File: config.mk
export PLATFORM = sky130hd
export DESIGN_NAME = rx_phy_align
export DESIGN_NICKNAME = d
export VERILOG_FILES = /design/src/rtl/rx_phy_align_pkg.sv /design/src/rtl/rx_byte_rotate.sv /design/src/rtl/rx_phy_align.sv
export SDC_FILE = /design/constraint.sdc
export NUM_CORES = 1
export LEC_CHECK = 0
export CORE_ASPECT_RATIO = 1.2
export CORE_MARGIN = 2
export CORE_UTILIZATION = 42
export CTS_CLUSTER_DIAMETER = 60
export CTS_CLUSTER_SIZE = 40
export DETAILED_ROUTE_END_ITERATION = 8
export PLACE_DENSITY = 0.79
export SLEW_MARGIN = 20
export SYNTH_ARGS = -nofsm -noshare
export SYNTH_HDL_FRONTEND = slang
export SYNTH_SLANG_ARGS = --single-unit
File: constraint.sdc
create_clock -name clk_75m -period 5.06 [get_ports clk_75m]
set_clock_uncertainty 0.15 [all_clocks]
set_input_delay 0.759 -clock clk_75m [delete_from_list [all_inputs] [get_ports clk_75m]]
set_output_delay 0.759 -clock clk_75m [all_outputs]
set_load 0.02 [all_outputs]
File: src/rtl/rx_phy_align_pkg.sv
// Shared constants and state encoding for the receive dword aligner.
package rx_phy_align_pkg;

  localparam logic [31:0] P_ALIGN = 32'h7B4A_4ABC;
  localparam logic [7:0]  K28_5   = 8'hBC;

  typedef enum logic [1:0] {
    HUNT   = 2'd0,
    VERIFY = 2'd1,
    SYNC   = 2'd2
  } align_state_t;

endpackage

File: src/rtl/rx_byte_rotate.sv
// Combinational byte rotator: selects the 4-byte window of {cur,prev} that starts
// at the lane of prev where the locked K28.5 sits, with K/err bits steered identically.
module rx_byte_rotate (
  input  logic [63:0] data_in,
  input  logic [7:0]  k_in,
  input  logic [7:0]  err_in,
  input  logic [1:0]  offset,
  output logic [31:0] data_out,
  output logic [3:0]  k_out,
  output logic [3:0]  err_out
);

  always_comb begin
    data_out = data_in[31:0];
    k_out    = k_in[3:0];
    err_out  = err_in[3:0];
    case (offset)
      2'd1: begin
        data_out = data_in[39:8];
        k_out    = k_in[4:1];
        err_out  = err_in[4:1];
      end
      2'd2: begin
        data_out = data_in[47:16];
        k_out    = k_in[5:2];
        err_out  = err_in[5:2];
      end
      2'd3: begin
        data_out = data_in[55:24];
        k_out    = k_in[6:3];
        err_out  = err_in[6:3];
      end
      default: ;
    endcase
  end

endmodule

File: src/rtl/rx_phy_align.sv
// Receive dword aligner with HUNT/VERIFY/SYNC qualification and code-error windowing.
// Optional statistics on align2dbg are built when SATA_RX_ALIGN_STATS_EN is defined.
module rx_phy_align
  import rx_phy_align_pkg::*;
#(
  parameter int C_LOCK_CNT   = 4,
  parameter int C_ERR_LIMIT  = 4,
  parameter int C_ERR_WINDOW = 64
) (
  input  logic        clk_75m,
  input  logic        host_rst_n,
  input  logic [31:0] gtx_rxdata,
  input  logic [3:0]  gtx_rxdatak,
  input  logic [3:0]  gtx_rxdisperr,
  input  logic [3:0]  gtx_rxnotintable,
  output logic [31:0] phy2cs_data,
  output logic        phy2cs_k,
  output logic        rx_sync,
  output logic [1:0]  rx_lane,
  output logic        rx_code_err,
  output logic [31:0] align2dbg
);

  localparam int                WIN_W      = $clog2(C_ERR_WINDOW);
  localparam logic [2:0]        LOCK_CNT3  = 3'(C_LOCK_CNT);
  localparam logic [3:0]        ERR_LIMIT4 = 4'(C_ERR_LIMIT);
  localparam logic [WIN_W-1:0]  WIN_LAST   = WIN_W'(C_ERR_WINDOW - 1);

  function automatic logic [3:0] sat_inc4(input logic [3:0] v, input logic inc);
    return (inc && v != 4'hF) ? v + 4'd1 : v;
  endfunction

  function automatic logic [15:0] sat_inc16(input logic [15:0] v, input logic inc);
    return (inc && v != 16'hFFFF) ? v + 16'd1 : v;
  endfunction

  function automatic logic [1:0] first_lane(input logic [3:0] h);
    logic [1:0] l;
    l = 2'd0;
    for (int i = 3; i >= 0; i--) if (h[i]) l = 2'(i);
    return l;
  endfunction

  logic [3:0]  hit_vec;
  logic        hit;
  logic [1:0]  hit_lane;
  logic [3:0]  raw_err;

  always_comb begin
    for (int i = 0; i < 4; i++)
      hit_vec[i] = gtx_rxdatak[i] && (gtx_rxdata[8*i +: 8] == K28_5);
    hit      = |hit_vec;
    hit_lane = first_lane(hit_vec);
    raw_err  = gtx_rxdisperr | gtx_rxnotintable;
  end

  // Stage 1: previous raw word and flags
  logic [31:0] prev_data_p1_q, prev_data_p1_d;
  logic [3:0]  prev_k_p1_q, prev_k_p1_d;
  logic [3:0]  prev_err_p1_q, prev_err_p1_d;

  always_comb begin
    prev_data_p1_d = gtx_rxdata;
    prev_k_p1_d    = gtx_rxdatak;
    prev_err_p1_d  = raw_err;
  end

  logic [31:0] rot_data;
  logic [3:0]  rot_k;
  logic [3:0]  rot_err;
  logic [1:0]  rx_lane_q, rx_lane_d;

  rx_byte_rotate u_rotate (
    .data_in  ({gtx_rxdata, prev_data_p1_q}),
    .k_in     ({gtx_rxdatak, prev_k_p1_q}),
    .err_in   ({raw_err, prev_err_p1_q}),
    .offset   (rx_lane_q),
    .data_out (rot_data),
    .k_out    (rot_k),
    .err_out  (rot_err)
  );

  logic aligned_err;
  assign aligned_err = (|rot_err) || (|rot_k[3:1]);

  align_state_t     state_q, state_d;
  logic [1:0]       lane_cand_q, lane_cand_d;
  logic [2:0]       hit_cnt_q, hit_cnt_d;
  logic [3:0]       err_cnt_q, err_cnt_d;
  logic [WIN_W-1:0] win_cnt_q, win_cnt_d;
  logic             win_wrap;

  always_comb begin
    state_d     = state_q;
    lane_cand_d = lane_cand_q;
    hit_cnt_d   = hit_cnt_q;
    rx_lane_d   = rx_lane_q;
    err_cnt_d   = err_cnt_q;
    win_cnt_d   = win_cnt_q;
    win_wrap    = 1'b0;
    case (state_q)
      HUNT: begin
        if (hit) begin
          lane_cand_d = hit_lane;
          hit_cnt_d   = 3'd1;
          if (LOCK_CNT3 <= 3'd1) begin
            state_d   = SYNC;
            rx_lane_d = hit_lane;
          end else begin
            state_d = VERIFY;
          end
        end
      end
      VERIFY: begin
        if (|raw_err || (hit && hit_lane != lane_cand_q)) begin
          state_d   = HUNT;
          hit_cnt_d = 3'd0;
        end else if (hit) begin
          hit_cnt_d = hit_cnt_q + 3'd1;
          if (hit_cnt_d >= LOCK_CNT3) begin
            state_d   = SYNC;
            rx_lane_d = lane_cand_q;
          end
        end
      end
      SYNC: begin
        // An error on the wrap dword opens the new window with a count of one
        win_wrap  = (win_cnt_q == WIN_LAST);
        win_cnt_d = win_cnt_q + WIN_W'(1);
        err_cnt_d = win_wrap ? {3'b000, aligned_err} : sat_inc4(err_cnt_q, aligned_err);
        if ((hit && hit_lane != rx_lane_q) || err_cnt_d >= ERR_LIMIT4) begin
          state_d   = HUNT;
          hit_cnt_d = 3'd0;
          win_cnt_d = '0;
          err_cnt_d = 4'd0;
        end
      end
      default: state_d = HUNT;
    endcase
  end

  // Stage 2: output register, data forced to filler outside SYNC
  logic [31:0] out_data_p2_q, out_data_p2_d;
  logic        out_k_p2_q, out_k_p2_d;
  logic        vld_p2_q, vld_p2_d;
  logic        code_err_p2_q, code_err_p2_d;

  always_comb begin
    out_data_p2_d = P_ALIGN;
    out_k_p2_d    = 1'b1;
    vld_p2_d      = 1'b0;
    code_err_p2_d = 1'b0;
    if (state_q == SYNC) begin
      out_data_p2_d = rot_data;
      out_k_p2_d    = rot_k[0];
      vld_p2_d      = 1'b1;
      code_err_p2_d = aligned_err;
    end
  end

  always_ff @(posedge clk_75m or negedge host_rst_n) begin
    if (!host_rst_n) begin
      prev_data_p1_q <= '0;
      prev_k_p1_q    <= '0;
      prev_err_p1_q  <= '0;
      state_q        <= HUNT;
      lane_cand_q    <= '0;
      hit_cnt_q      <= '0;
      rx_lane_q      <= '0;
      err_cnt_q      <= '0;
      win_cnt_q      <= '0;
      out_data_p2_q  <= P_ALIGN;
      out_k_p2_q     <= 1'b1;
      vld_p2_q       <= 1'b0;
      code_err_p2_q  <= 1'b0;
    end else begin
      prev_data_p1_q <= prev_data_p1_d;
      prev_k_p1_q    <= prev_k_p1_d;
      prev_err_p1_q  <= prev_err_p1_d;
      state_q        <= state_d;
      lane_cand_q    <= lane_cand_d;
      hit_cnt_q      <= hit_cnt_d;
      rx_lane_q      <= rx_lane_d;
      err_cnt_q      <= err_cnt_d;
      win_cnt_q      <= win_cnt_d;
      out_data_p2_q  <= out_data_p2_d;
      out_k_p2_q     <= out_k_p2_d;
      vld_p2_q       <= vld_p2_d;
      code_err_p2_q  <= code_err_p2_d;
    end
  end

  assign phy2cs_data = out_data_p2_q;
  assign phy2cs_k    = out_k_p2_q;
  assign rx_sync     = vld_p2_q;
  assign rx_lane     = rx_lane_q;
  assign rx_code_err = code_err_p2_q;

`ifdef SATA_RX_ALIGN_STATS_EN
  logic [15:0] drop_cnt_q, drop_cnt_d;
  logic [15:0] cerr_cnt_q, cerr_cnt_d;

  always_comb begin
    drop_cnt_d = sat_inc16(drop_cnt_q, (state_q == SYNC) && (state_d != SYNC));
    cerr_cnt_d = sat_inc16(cerr_cnt_q, code_err_p2_d);
  end

  always_ff @(posedge clk_75m or negedge host_rst_n) begin
    if (!host_rst_n) begin
      drop_cnt_q <= '0;
      cerr_cnt_q <= '0;
    end else begin
      drop_cnt_q <= drop_cnt_d;
      cerr_cnt_q <= cerr_cnt_d;
    end
  end

  assign align2dbg = {cerr_cnt_q, drop_cnt_q};
`else
  assign align2dbg = 32'h0;
`endif

endmodule

==> After elaboration in Yosys (flattened, before gate mapping) <==
Cells that the tools add are included.
Widths: inputs -> output; s select.
{ "word_totals": {"output_inout_bits": 69, "in_bits": 46, "elab_cells": 83, "reg_bits": 94} }
{ "op_classes": {"n_eq_ne": 17, "add_sub_neg": 3, "mux": 26, "bitwise": 2, "magnitude_cmp": 2, "reduce_logical": 20} }
{ "ops": {"columns": ["op", "n"], "rows": [
  ["$pmux 32 s3", 1],
  ["$eq 8x8->1 const B", 4],
  ["$mux 32", 1],
  ["$pmux 4 s3", 2],
  ["$mux 2", 9],
  ["$mux 3", 4],
  ["$mux 4", 3],
  ["$reduce_and 4->1", 3],
  ["$reduce_or 4->1", 3],
  ["$pmux 3 s3", 1],
  ["$logic_and 1x1->1", 7],
  ["$add 6x1->6 const B", 1],
  ["$eq 2x2->1 const B", 3],
  ["$eq 6x6->1 const B", 1],
  ["$mux 6", 1],
  ["$ne 3x3->1 const B", 2],
  ["$pmux 2 s3", 1],
  ["$add 4x1->4 const B", 1],
  ["$eq 2x1->1 const B", 2],
  ["$ge 4x3->1 const B", 1],
  ["$ne 2x2->1", 2],
  ["$ne 2x2->1 const B", 2],
  ["$ne 4x4->1 const B", 1],
  ["$or 4x4->4", 1],
  ["other kinds (9)", 13]
]} }

==> Longest topological paths before layout <==
{ "logic_depth": {"ltp_word": 11, "mapped_depth": 10, "mapped_depth_nobuf": 8} }

==> Hierarchy <==
From an unflattened synthesis, not the netlist that was laid out.
{ "unflattened": {"hier_cells": 347, "hier_area_um2": 4808.4} }
{ "by_module_without_submodules": {"columns": ["mod", "seq_area_each_um2", "cells_per_inst", "n_inst", "area_each_um2"], "rows": [
  ["rx_phy_align", 2374.8, 298, 1, 3796.1],
  ["rx_byte_rotate", 0.0, 49, 1, 1012.2]
]} }

==> Least setup slack after synthesis <==
Ideal clock, no wire load.
{ "synth_path": {"kind": "input to register", "start": "in gtx_rxdata[16]", "end": "reg hit_cnt_q[0]", "n_path_buf": 0, "required_ns": 4.785, "cell_stages": 8, "setup_time_ns": 0.125, "t_arrival_ns": 2.851, "setup_slack_ns": 1.934, "path_cell_list": "or3b_4 -> or4_4 -> a2111oi_2 -> a211oi_1 -> o32ai_2 -> o21a_4 -> or3_4 -> mux2_4"} }
{ "synth_between": {"elab_chain_len": 10, "word_cells_on_any_way": 18, "classes_between": "eq/ne: 6; mux: 5; reduce/logical: 7"} }
{ "synth_lines": {"columns": ["element", "line", "source"], "rows": [
  ["start, declared", "rx_phy_align.sv:12", "input logic [31:0] gtx_rxdata,"],
  ["$eq 8x8->1 (*)", "rx_phy_align.sv:51", "hit_vec[i] = gtx_rxdatak[i] && (gtx_rxdata[8*i +: 8] == K28_5);"],
  ["$logic_and 1x1->1 (*)", "rx_phy_align.sv:51", null],
  ["$mux 2 (3 in a row)", "rx_phy_align.sv:40", "for (int i = 3; i >= 0; i--) if (h[i]) l = 2'(i);"],
  ["$ne 2x2->1, on equally long branches", "rx_phy_align.sv:115, rx_phy_align.sv:131", null],
  ["$logic_and 1x1->1, on equally long branches", "rx_phy_align.sv:115, rx_phy_align.sv:131", null],
  ["$logic_or 1x1->1, on equally long branches", "rx_phy_align.sv:115, rx_phy_align.sv:131", null],
  ["$ne 3x3->1 (no line) (tied with other cells)", null, null],
  ["$reduce_and 4->1 (no line) / $pmux 3 s3 (equally long branches)", null, null],
  ["end signal, assigned", "rx_phy_align.sv:182", "hit_cnt_q <= hit_cnt_d;"],
  ["end, declared", "rx_phy_align.sv:88", "logic [2:0] hit_cnt_q, hit_cnt_d;"]
]} }
Mark *: on every way between the ends. The rest lies on a longest branch, timed or not.
A chain may end at the register's enable or synchronous reset.

==> Worst setup path in the final report <==
{ "layout_path": {"start": "in gtx_rxdata[7]", "end": "reg hit_cnt_q[2]"} }
{ "layout_between": {"elab_chain_len": 8, "word_cells_on_any_way": 16, "classes_between": "eq/ne: 6; mux: 3; reduce/logical: 7"} }
{ "layout_lines": {"columns": ["element", "line"], "rows": [
  ["$eq 8x8->1 (*)", "rx_phy_align.sv:51"],
  ["$logic_and 1x1->1 (*)", "rx_phy_align.sv:51"],
  ["$mux 2", "rx_phy_align.sv:40"],
  ["$ne 2x2->1, on equally long branches", "rx_phy_align.sv:115, rx_phy_align.sv:131"],
  ["$logic_and 1x1->1, on equally long branches", "rx_phy_align.sv:115, rx_phy_align.sv:131"],
  ["$logic_or 1x1->1, on equally long branches", "rx_phy_align.sv:115, rx_phy_align.sv:131"],
  ["$ne 3x3->1 (no line) (tied with other cells)", null],
  ["$reduce_and 4->1 (no line) / $pmux 3 s3 (equally long branches)", null]
]} }
Marked as above.

==> reports/results.ini <==
[outcome]
status = finished, final reports clean

[worst_setup_path]
cp_data_required_time_ps = 5100
max_stage_delay_ps = 820
critical_path.cell_chain = clkdlybuf4s50_1 > nand2_1 > nor4_1 > nor2_1 > a32o_1 > o21ai_0 > nor3b_1 > o41ai_1 > o21ai_0
worstSetupPathType = in2reg
reg2reg_to = hit_cnt_q[0]
cp_slowest_cell = nor4_1
worstPathArrival_ps = 3620
reg2reg_depth = 8
cp_max_fo = 6
r2r_slack_ps = 2020
critPathCaptureType = flip-flop
crit_top_cell = o21ai_0
crit_buf_inv = 1
r2r_start = state_q[0]
cp_num_cells = 9
path_delay_family = simple AND/OR/NAND/NOR gates
critPathLaunchType = primary input

[worst_hold_path]
min_from = win_cnt_q[2]
whs_path_depth = 1
hp-class = reg2reg
min_to = win_cnt_q[2]

[timing]
tightestPinTransition_ps = 937
relSlewSlack_pct = 37.0
fmax_mhz = 280
finalHoldViolCount = 0
rsz0062_at_grt = no
tns_ps = 0
maxSlewViolCount = 0
finalSetupViolCount = 0
period_share_pct = 70.6
min_period_ps = 3570

[yosys]
synthArstFlopShare_pct = 100
yosysWarnings = 0
synth_top_area_cell = dfrtp_1
syn_area_sq_mm = 0.00462
yosysSeqAreaShare_pct = 51.4
synth-seq-cells = 94
syn_avg_cell_area_sq_um = 13.3
ys.flop_type = dfrtp_1
ys_top_cells_by_count = 76 x dfrtp_1, 33 x mux4_2, 32 x buf_4
yosysUniqueCellTypes = 57
yosysMostFrequentCell = dfrtp_1
yosysTopAreaCellShare_pct = 41.1
synth_area_leaders = dfrtp_1 41%, mux4_2 16%, dfstp_2 10%
synth_edf_count = 0
synth_cells = 347

[global_routing]
first_global_vias = 3161
gr-total-overflow = 0
grt_pass1_wl_microns = 15700
antenna_found_initial = 0
grt_max_degree = 68
grt_use_total_pct = 17.0

[cts]
numCtsBuffers = 9
cts_num_sinks = 94
cts_tree = built
cts_root_buf = clkbuf_16
cts.path.max_buffers = 2
worstSkewPairLatency_ps = 330
cts_hold_buffers = 0
post_cts_resized = 0
cts_max_level = 3
clkTransAtPathRegs_ps = 60
cts_setup_buffers = 0

[final_layout]
area_growth_pct = 24.3
finalNonFillerCells = 564
layout-drive-gt1-share_pct = 20.9
nFillCells = 870
nets = 483
n_antenna_cell = 0

[detailed_routing]
drt-initial-drc-count = 172
wire_per_inst_microns = 17.1
vias = 3022
drc = 0
routed_wl_microns = 9620
first_pass_iters = 4
ant_nets = 0
via_per_inst = 5.36

[floorplanning]
core_sq_mm = 0.0106
fp.dieH_microns = 119
rows = 41
start_util_pct = 43.5
die_w_microns = 99.8
ios = 115
fp.dieArea_sq_mm = 0.0119

[place]
numPortBuffers = 82
hpwl_microns = 7130
place_congestion = 0.888
dp_cells = 548

[power]
ir_worst_vdd_v = 0.000148
power.density_mw_per_mm2 = 301
power.total_mw = 1.73
power_leakage_nw = 2.39

[flow_run]
maxCapViolCount = 0

state kept, by name, summed over array words and instances, names as in the netlist, 3 cells and up:
signal          cells
phy2cs_data        32
prev_data_p1_q     32
win_cnt_q           6
err_cnt_q           4
prev_err_p1_q       4
prev_k_p1_q         4
hit_cnt_q           3
worst register-to-register path, delay by kind of cell, from the launching register on:
family	cells	cell delay (ps)
simple gates	1	180
fa+ha+maj	1	560
compound gates	2	640
buf+inv	3	710
flops	1	410
mux	1	290
how the worst max path moves through the flow:
| stage | to | slack, ps | startpoint |
|---|---|---|---|
| floorplan | hit_cnt_q[0] | 1930 | gtx_rxdata[16] |
| global placement | hit_cnt_q[2] | 1220 | gtx_rxdata[6] |
| global route | rx_lane[0] | 1330 | gtx_rxdata[7] |
| CTS | hit_cnt_q[2] | 1510 | gtx_rxdata[7] |
| finish | hit_cnt_q[2] | 1490 | gtx_rxdata[7] |
| detailed placement | hit_cnt_q[2] | 1200 | gtx_rxdata[7] |
metrics by stage:
| step | hold slack (ps) | worst slack (ps) | utilization [%] | instance area, sq um |
|---|---|---|---|---|
| floorplan | 313 | 1930 | - | 4740 |
| global placement | 338 | 1220 | 51.3 | 5450 |
| CTS | 358 | 1510 | 54.1 | 5740 |
| finish | 364 | 1490 | 54.1 | 5740 |
| global route | 386 | 1330 | 54.1 | 5740 |
| detailed placement | 348 | 1200 | 51.3 | 5450 |
power breakdown:
| part | internal (mW) | switching (mW) | leakage [nW] |
|---|---|---|---|
| Sequential | 0.796 | 0.0316 | 1.12 |
| Combinational | 0.124 | 0.123 | 1.13 |
| Clock | 0.384 | 0.273 | 0.140 |
cells in the final DEF (no fill, tap or decap), types with 3 or more instances in the layout:
cell type and n:
clkdlybuf4s50_1 81, dfrtp_1 75, mux4_2 33, conb_1 32
nand2b_1 26, dfstp_2 18, and2_1 15, nand2_1 12
inv_1 10, o21ai_0 10, a21oi_1 9, clkbuf_16 9
nor3_1 7, nor2_1 7, ha_1 7, nor4_1 5
and3_1 5, buf_4 5, or2_2 4, a31oi_1 4
nand3_1 4, nor4b_1 3, nand4b_1 3, o21a_1 3
logic make-up (layout without fill, tap and decap cells):
group           count (synthesis)  count (layout)  synth area share, %
mux                            38              38                 17.3
compound gates                 47              47                 7.82
flops                          94              94                 51.4
other cells                     1              32               0.0811
buf+inv                        55             112                 7.28
fa+ha+maj                       7               7                 1.89
simple gates                  104             104                 14.0
xor+xnor                        1               1                0.190
cell type report:
cell class              instances  area, sq um  share of cell area [%]
multi-input cells             229         2030                    35.3
well taps                     129          161                    2.81
inverters                      10         37.5                   0.654
clock buffers                  11          233                    4.05
flip-flops and latches         94         2380                    41.4
clock inverters                 5         60.1                    1.05
repair buffers                 86          848                    14.8
per-layer routing:
layer,routed length (microns),vias up,global-route usage (%)
met5,0,-,0
met4,167,0,5.82
met3,514,13,4.11
met2,5220,103,30.2
met1,3720,1528,20.1
li1,-,1378,-
No activity file was read; power rests on OpenSTA's default activity.
